===== src/rtl/pwm_fade_ctrl_if.sv =====
// rtl/pwm_fade_ctrl_if.sv - fade controller bus: run/period inputs, duty outputs
// The master side is the controller's user, the slave side is pwm_fade_ctrl.
interface pwm_fade_ctrl_if;
  logic       enable;
  logic       period_end;
  logic [7:0] duty_cycle;
  logic       duty_valid;
  logic       ramp_up;

  modport master (
    output enable,
    output period_end,
    input  duty_cycle,
    input  duty_valid,
    input  ramp_up
  );

  modport slave (
    input  enable,
    input  period_end,
    output duty_cycle,
    output duty_valid,
    output ramp_up
  );
endinterface


===== src/rtl/pwm_fade_ctrl.sv =====
// rtl/pwm_fade_ctrl.sv - triangular duty-cycle fader feeding a downstream PWM stage
// Target duty ramps between DUTY_MIN and DUTY_MAX on prescaler ticks; output only reloads at PWM period ends.
module pwm_fade_ctrl #(
  parameter int TICK_DIV   = 270000,
  parameter int STEP       = 1,
  parameter int DUTY_MIN   = 0,
  parameter int DUTY_MAX   = 255,
  parameter int HOLD_TICKS = 50
) (
  input  logic          clk,
  input  logic          rstn,
  pwm_fade_ctrl_if.slave bus
);

  localparam int             PW        = $clog2(TICK_DIV);
  localparam logic [PW-1:0]  TICK_LAST = PW'(TICK_DIV - 1);
  localparam logic [7:0]     DMIN      = 8'(DUTY_MIN);
  localparam logic [7:0]     DMAX      = 8'(DUTY_MAX);
  localparam logic [7:0]     STEP8     = 8'(STEP);
  localparam logic [7:0]     HOLD8     = 8'(HOLD_TICKS);

  typedef enum logic [2:0] {
    IDLE,
    RAMP_UP,
    HOLD_HIGH,
    RAMP_DOWN,
    HOLD_LOW
  } state_e;

  state_e        state_q, state_d;
  logic [PW-1:0] presc_q, presc_d;
  logic [7:0]    hold_q, hold_d;
  logic [7:0]    target_q, target_d;
  logic [7:0]    duty_q, duty_d;
  logic          valid_q, valid_d;
  logic          ramp_up_q, ramp_up_d;

  logic          tick;
  logic [8:0]    up_sum;
  logic [8:0]    hold_next;

  always_comb begin
    tick      = (state_q != IDLE) && (presc_q == TICK_LAST);
    up_sum    = {1'b0, target_q} + {1'b0, STEP8};
    hold_next = {1'b0, hold_q} + 9'd1;

    state_d  = state_q;
    presc_d  = presc_q;
    hold_d   = hold_q;
    target_d = target_q;

    // IDLE, or a drop of enable anywhere, parks everything at its start value.
    if ((state_q == IDLE) || !bus.enable) begin
      state_d  = bus.enable ? RAMP_UP : IDLE;
      presc_d  = '0;
      hold_d   = '0;
      target_d = DMIN;
    end else begin
      presc_d = tick ? '0 : presc_q + 1'b1;
      if (tick) begin
        case (state_q)
          RAMP_UP: begin
            if (up_sum >= {1'b0, DMAX}) begin
              target_d = DMAX;
              hold_d   = '0;
              state_d  = HOLD_HIGH;
            end else begin
              target_d = up_sum[7:0];
            end
          end
          HOLD_HIGH: begin
            if (hold_next >= {1'b0, HOLD8}) state_d = RAMP_DOWN;
            else                            hold_d  = hold_next[7:0];
          end
          RAMP_DOWN: begin
            if ({1'b0, target_q} <= ({1'b0, DMIN} + {1'b0, STEP8})) begin
              target_d = DMIN;
              hold_d   = '0;
              state_d  = HOLD_LOW;
            end else begin
              target_d = target_q - STEP8;
            end
          end
          HOLD_LOW: begin
            if (hold_next >= {1'b0, HOLD8}) state_d = RAMP_UP;
            else                            hold_d  = hold_next[7:0];
          end
          default: state_d = IDLE;
        endcase
      end
    end

    // Output sees the pre-update target, so a coincident tick shows up one period later.
    duty_d    = bus.period_end ? target_q : duty_q;
    valid_d   = bus.period_end && (target_q != duty_q);
    ramp_up_d = (state_d == RAMP_UP) || (state_d == HOLD_HIGH);
  end

  always_ff @(posedge clk or negedge rstn) begin
    if (!rstn) begin
      state_q   <= IDLE;
      presc_q   <= '0;
      hold_q    <= '0;
      target_q  <= DMIN;
      duty_q    <= DMIN;
      valid_q   <= 1'b0;
      ramp_up_q <= 1'b0;
    end else begin
      state_q   <= state_d;
      presc_q   <= presc_d;
      hold_q    <= hold_d;
      target_q  <= target_d;
      duty_q    <= duty_d;
      valid_q   <= valid_d;
      ramp_up_q <= ramp_up_d;
    end
  end

  assign bus.duty_cycle = duty_q;
  assign bus.duty_valid = valid_q;
  assign bus.ramp_up    = ramp_up_q;

endmodule


===== src/flat_wrapper.sv =====
// flat-port wrapper written by rule: the top's interface ports become plain ports
module pwm_fade_ctrl_flat 
#(
  parameter int TICK_DIV   = 270000,
  parameter int STEP       = 1,
  parameter int DUTY_MIN   = 0,
  parameter int DUTY_MAX   = 255,
  parameter int HOLD_TICKS = 50
)
  (clk, rstn, bus_enable, bus_period_end, bus_duty_cycle, bus_duty_valid, bus_ramp_up);
  pwm_fade_ctrl_if bus_i ();
  input  logic clk;
  input  logic rstn;
  input wire logic [$bits(bus_i.enable)-1:0] bus_enable;
  input wire logic [$bits(bus_i.period_end)-1:0] bus_period_end;
  output wire logic [$bits(bus_i.duty_cycle)-1:0] bus_duty_cycle;
  output wire logic [$bits(bus_i.duty_valid)-1:0] bus_duty_valid;
  output wire logic [$bits(bus_i.ramp_up)-1:0] bus_ramp_up;
  assign bus_i.enable = bus_enable;
  assign bus_i.period_end = bus_period_end;
  assign bus_duty_cycle = bus_i.duty_cycle;
  assign bus_duty_valid = bus_i.duty_valid;
  assign bus_ramp_up = bus_i.ramp_up;
  pwm_fade_ctrl #(.TICK_DIV(TICK_DIV), .STEP(STEP), .DUTY_MIN(DUTY_MIN), .DUTY_MAX(DUTY_MAX), .HOLD_TICKS(HOLD_TICKS)) u_core (.clk(clk), .rstn(rstn), .bus(bus_i));
endmodule

===== config.mk =====
export PLATFORM = sky130hd
export DESIGN_NAME = pwm_fade_ctrl_flat
export DESIGN_NICKNAME = d
export VERILOG_FILES = /design/src/rtl/pwm_fade_ctrl_if.sv /design/src/rtl/pwm_fade_ctrl.sv /design/src/flat_wrapper.sv
export SDC_FILE = /design/constraint.sdc
export NUM_CORES = 1
export LEC_CHECK = 0
export CAP_MARGIN = 10
export CELL_PAD_IN_SITES_DETAIL_PLACEMENT = 1
export CELL_PAD_IN_SITES_GLOBAL_PLACEMENT = 1
export CORE_MARGIN = 5
export CORE_UTILIZATION = 46
export DETAILED_ROUTE_END_ITERATION = 12
export PLACE_DENSITY = 0.87
export RECOVER_POWER = 50
export SYNTH_ARGS = -nofsm -noshare
export SYNTH_HDL_FRONTEND = slang
export SYNTH_SLANG_ARGS = --single-unit
export TNS_END_PERCENT = 5

===== constraint.sdc =====
create_clock -name clk -period 6.6 [get_ports clk]
set_input_delay 1.32 -clock clk [delete_from_list [all_inputs] [get_ports clk]]
set_output_delay 1.32 -clock clk [all_outputs]
set_load 0.01 [all_outputs]

After elaboration in Yosys (flattened, before gate mapping). Index checks and enable logic that the tools add are counted.

Register bits: 48. Bits in latches: 0. Memory bits (writable): 0. ROM bits: 0. Input bits: 4. Output and inout bits: 10. Word-level logic and storage cells: 59. Memories kept: 0.

Add/subtract/negate cells: 4. $mul: 0. Divide/modulo/power cells: 0. Magnitude comparators: 3. Eq/ne operators: 11. Shift operators: 0. Mux-type cells: 21. Bitwise gates (word level): 0. Reductions and logical operators: 13.

Operators with widths (number): 2-to-1 mux 8 bit (9); 2-to-1 mux 19 bit (2); one-hot mux 8 bit (3 select lines) (1); adder 19 x 1 -> 19 bit, second input constant (1); == test 19 bit, second input constant (1); adder 8 x 1 -> 9 bit, second input constant (2); 2-to-1 mux 3 bit (6); one-hot mux 8 bit (2 select lines) (1); one-hot mux 3 bit (4 select lines) (1); == test 3 x 2 -> 1 bit, second input constant (3); >= comparator 9 x 6 -> 1 bit, second input constant (1); >= comparator 9 x 8 -> 1 bit, second input constant (1); less-or-equal comparator 8 x 1 -> 1 bit, second input constant (1); != test 8 bit (1); subtractor 8 x 1 -> 8 bit, second input constant (1); == test 3 x 1 -> 1 bit, second input constant (2); != test 3 x 1 -> 1 bit, second input constant (2); nonzero test 3 bit (2); AND reduction 5 bit (1); nonzero test 4 bit (1); == test 3 bit, second input constant (1); logical NOT 3 bit (1); != test 3 x 2 -> 1 bit, second input constant (1); logical AND 1 bit (2); 6 further kinds (7).

Depth between registers and ports, before layout.
Depth after elaboration: 8. Gate-level depth with buffers: 11. Gate-level depth less buffers: 10.

Least setup slack after synthesis. No wires, ideal clock.

Path kind: reg2reg. Start: register u_core.hold_q[0]. End: register u_core.ramp_up_q (netlist: u_core.bus.ramp_up). Library setup time: 0.125 ns. Data arrival time: 2.552 ns. Required time: 6.475 ns. Path slack: 3.923 ns. Cell stages (with the launch flop): 11. Path buffers: 1. Period minus slack after synthesis: 2.677 ns. Cells stage by stage: dfrtp_1 -> ha_1 -> buf_4 -> xnor2_1 -> or3_1 -> a221oi_2 -> a21oi_1 -> o41a_2 -> a21oi_2 -> a211o_1 -> mux2_4.

Longest elaborated chain between the ends: 8. Elaborated cells between the ends (all ways): 10. Those cells by class: 1 x add/sub; 1 x order compare; 2 x eq/ne; 5 x mux; 1 x reduce/logical.

Ends and longest elaborated chain: from (decl) (RTL line pwm_fade_ctrl.sv:32) `logic [7:0] hold_q, hold_d;`; from (signal assigned) (RTL line pwm_fade_ctrl.sv:111) `hold_q <= hold_d;`; adder 8 x 1 -> 9 bit (*) (RTL line pwm_fade_ctrl.sv:45) `hold_next = {1'b0, hold_q} + 9'd1;`; >= comparator 9 x 6 -> 1 bit (*) (RTL line pwm_fade_ctrl.sv:72, pwm_fade_ctrl.sv:85); 2-to-1 mux 3 bit (on tied branches) (RTL line pwm_fade_ctrl.sv:85, pwm_fade_ctrl.sv:72); one-hot mux 3 bit (4 select lines) (*) (RTL line pwm_fade_ctrl.sv:61) `case (state_q)`; 2-to-1 mux 3 bit (*) (RTL line pwm_fade_ctrl.sv:60) `if (tick) begin`; 2-to-1 mux 3 bit (*) (RTL line pwm_fade_ctrl.sv:53) `if ((state_q == IDLE) || !bus.enable) begin`; == test 3 x 1 -> 1 bit / == test 3 x 2 -> 1 bit (equally long branches) (RTL line pwm_fade_ctrl.sv:96) `ramp_up_d = (state_d == RAMP_UP) || (state_d == HOLD_HIGH);`; logical OR 1 bit (*) (RTL line pwm_fade_ctrl.sv:96); via u_core.ramp_up_d (RTL line pwm_fade_ctrl.sv:36) `logic ramp_up_q, ramp_up_d;`; to (signal assigned) (RTL line pwm_fade_ctrl.sv:115) `ramp_up_q <= ramp_up_d;`; to (decl) (RTL line pwm_fade_ctrl.sv:36).

Mark *: on every way through the listed nets, which the timed path passes. The rest lies on a longest branch. A chain may end at the register's enable or synchronous reset.

==> out/qor.yml <==
synthArstFlopShare: 1.00
hold_buffers: 0
initial_utilization: 0.477
grt_util_met1: 0.232
status: "finished with violations"
cts_tree: "yes"
seq_area_frac_synth: 0.392
max_freq_mhz: 295
path_delay_family: "buffers and inverters"
rows: 29
clock_path_buffers: 2
ant_nets: 0
cts-htree-levels: 2
grtUsageMet2: 0.327
p_leak_nw: 1.44
hold_depth: 1
synth_cell_types: 63
wl_per_cell_um: 18.2
critPathArrivalTime_ps: 3340
path_depth: 2
slowest_delay_ps: 1680
cts_made_buffers: 5
reg2reg_depth: 9
synth_edf_count: 0
placed_cell_area_um2: 3190
clock_latency_ps: 310
nFillCells: 750
dp.cells: 412
path_max_fanout: 42
synthTopCellsByArea: "dfrtp_1 (39%), xor2_1 (6.0%), nor2_1 (5.1%)"
grt_pass1_vias: 2589
ys_warn_count: 0
core_region_area_um2: 6420
grt_most_used_layer: "met2"
grt_start_max_net_pins: 49
io_buffer_count: 13
final_cells: 421
diodes: 0
fin_nets: 354
syn_inst: 340
gp_congestion: 0.826
finalCritPeriodShare: 0.513
period_minus_slack_ps: 3390
post_cts_buffers: 0
skew_ps: 8.47
die_y_um: 91.6
worst_path_max_delay_cell: "clkbuf_1"
netlist.area_leader.share: 0.392
ctsResizeCount: 0
met3_usage: 0.0339
cts.sinks: 48
fin_area_um2: 3310
violations: "max-capacitance violations, max-slew violations"
finalPower_w: 0.000553
cts_root_buf: "clkbuf_8"
synth_nets: 351
drt_wl_total_um: 7640
reg2reg_from: "u_core.hold_q[0]"
dp_hpwl_um: 5350
startpoint: "rstn"
max_slew_margin: -0.530
yosys.area.top_type: "dfrtp_1"
power_density_nw_per_um2: 167
peakVddDrop_mv: 0.0961
cpMostUsedCell: "clkbuf_1"
ios: 14
setup_violations: 0
cp-end-kind: "asynchronous set/reset pin"
clk_pin_slew_worst_paths_ps: 90
viasPerCell: 6.07
rsz0062_at_grt: "false"
mostFrequentLayoutCell: "dfrtp_1"
antenna_found_initial: 0
path_cells: "clkbuf_1, clkbuf_1"
grt.total_usage: 0.186
timing.max_cap.violations: 1
critPathKind: "input pin to asynchronous set/reset pin"
drive_above_1_share: 0.0930
hold_viol: 0
vias: 2555
min-delay-start: "u_core.presc_q[0]"
area_growth_pct: 8.26
critical_path_required_ps: 6550
cp-start-kind: "input pin"
grt_first_pass_wirelength_um: 12800
worstHoldPathType: "flip-flop to flip-flop"
path_buf_inv: 2
fp.dieW_um: 91.6
drt_iter0_markers: 112
synthFlopType: "dfrtp_1"
finalMaxSlewViolations: 43
route.detailed.drc: 0
ys_ff_latch: 48
tightest_slew_ps: 2290
final_cell_mix: "dfrtp_1 (48), nor2_1 (42), nand2_1 (32)"
grt_overflow: 0
synth_area_um2: 3060
syn-mean-instance-area_um2: 9.00
die_area_um2: 8390
tns_ps: 0
dr.pass1.iters: 5
[final timing paths]
| kind | slack (ps) | endpoint |
|---|---|---|
| min in group asynchronous | 900 | u_core.hold_q[6] |
| worst min register to register | 490 | u_core.presc_q[0] |
| max in group clk | 3410 | u_core.hold_q[4] |
| worst max-delay path | 3210 | u_core.presc_q[2] |
| worst min-delay path | 490 | u_core.presc_q[0] |
| worst max register to register | 3410 | u_core.hold_q[4] |
[layer usage]
| metal | wire, um | part of all wire |
|---|---|---|
| met1 | 3350 | 0.44 |
| met2 | 3930 | 0.51 |
| met3 | 243 | 0.032 |
| met4 | 116 | 0.015 |
| met5 | 0 | 0 |
[cells by family (layout without fill, tap and decap cells)]
logic type                 Yosys count  after routing  synth area share
and+or+nand+nor                    142            142             0.246
AOI/OAI and AO/OA                   78             78             0.177
DFF                                 48             48             0.392
buffers and inverters               29             33            0.0437
xor gates and xnor gates            27             27            0.0772
muxes                                9              9            0.0343
adders and majority gates            7              7            0.0286
[cell usage after synthesis (4+ instances only)]
library cell and n:
dfrtp_1 48, a31oi_1 7, clkbuf_1 8, or3_1 5
nor2_1 42, xnor2_1 6, xor2_1 21, inv_1 11
buf_4 5, nand4_1 10, nor2b_1 4, buf_2 5
mux2_2 8, a21oi_1 15, nand2_1 32, ha_1 7
a21o_1 9, and2_1 4, nand3_1 16, nor3_1 4
o21ai_0 17
[final cells by class]
class | count | area (um^2) | area share
Clock inverter | 2 | 38.8 | 0.0117
Inverter | 11 | 41.3 | 0.0125
Multi-Input combinational cell | 263 | 1730 | 0.521
Timing Repair Buffer | 14 | 128 | 0.0385
Sequential cell | 48 | 1200 | 0.362
Tap cell | 77 | 96.3 | 0.0291
Clock buffer | 6 | 82.6 | 0.0249
[per-stage QoR]
step                 util  hold WS, ps  setup WS, ps
global placement    0.497          482          3520
finish              0.516          493          3210
floorplan               -          447          3920
global route        0.516          511          2610
detailed placement  0.497          486          3450
CTS                 0.516          498          3470
[power by group]
group / total [W] / switching, W / leakage (nW) / internal (W)
clock network: 0.000231 / 0.000107 / 0.0614 / 0.000124
registers: 0.000297 / 0.00000201 / 0.667 / 0.000295
logic: 0.0000246 / 0.0000175 / 0.716 / 0.00000714
total: 0.000553 / 0.000126 / 1.44 / 0.000427
[sequential cells by signal, indices dropped and copies added, names as in the netlist]
| register | flops |
|---|---|
| u_core.hold_q | 8 |
| u_core.target_q | 8 |
| u_core.bus.duty_valid | 1 |
| u_core.presc_q | 19 |
| u_core.state_q | 3 |
| u_core.bus.duty_cycle | 8 |
| u_core.bus.ramp_up | 1 |
Note: power is estimated with default switching activity, not from simulation.
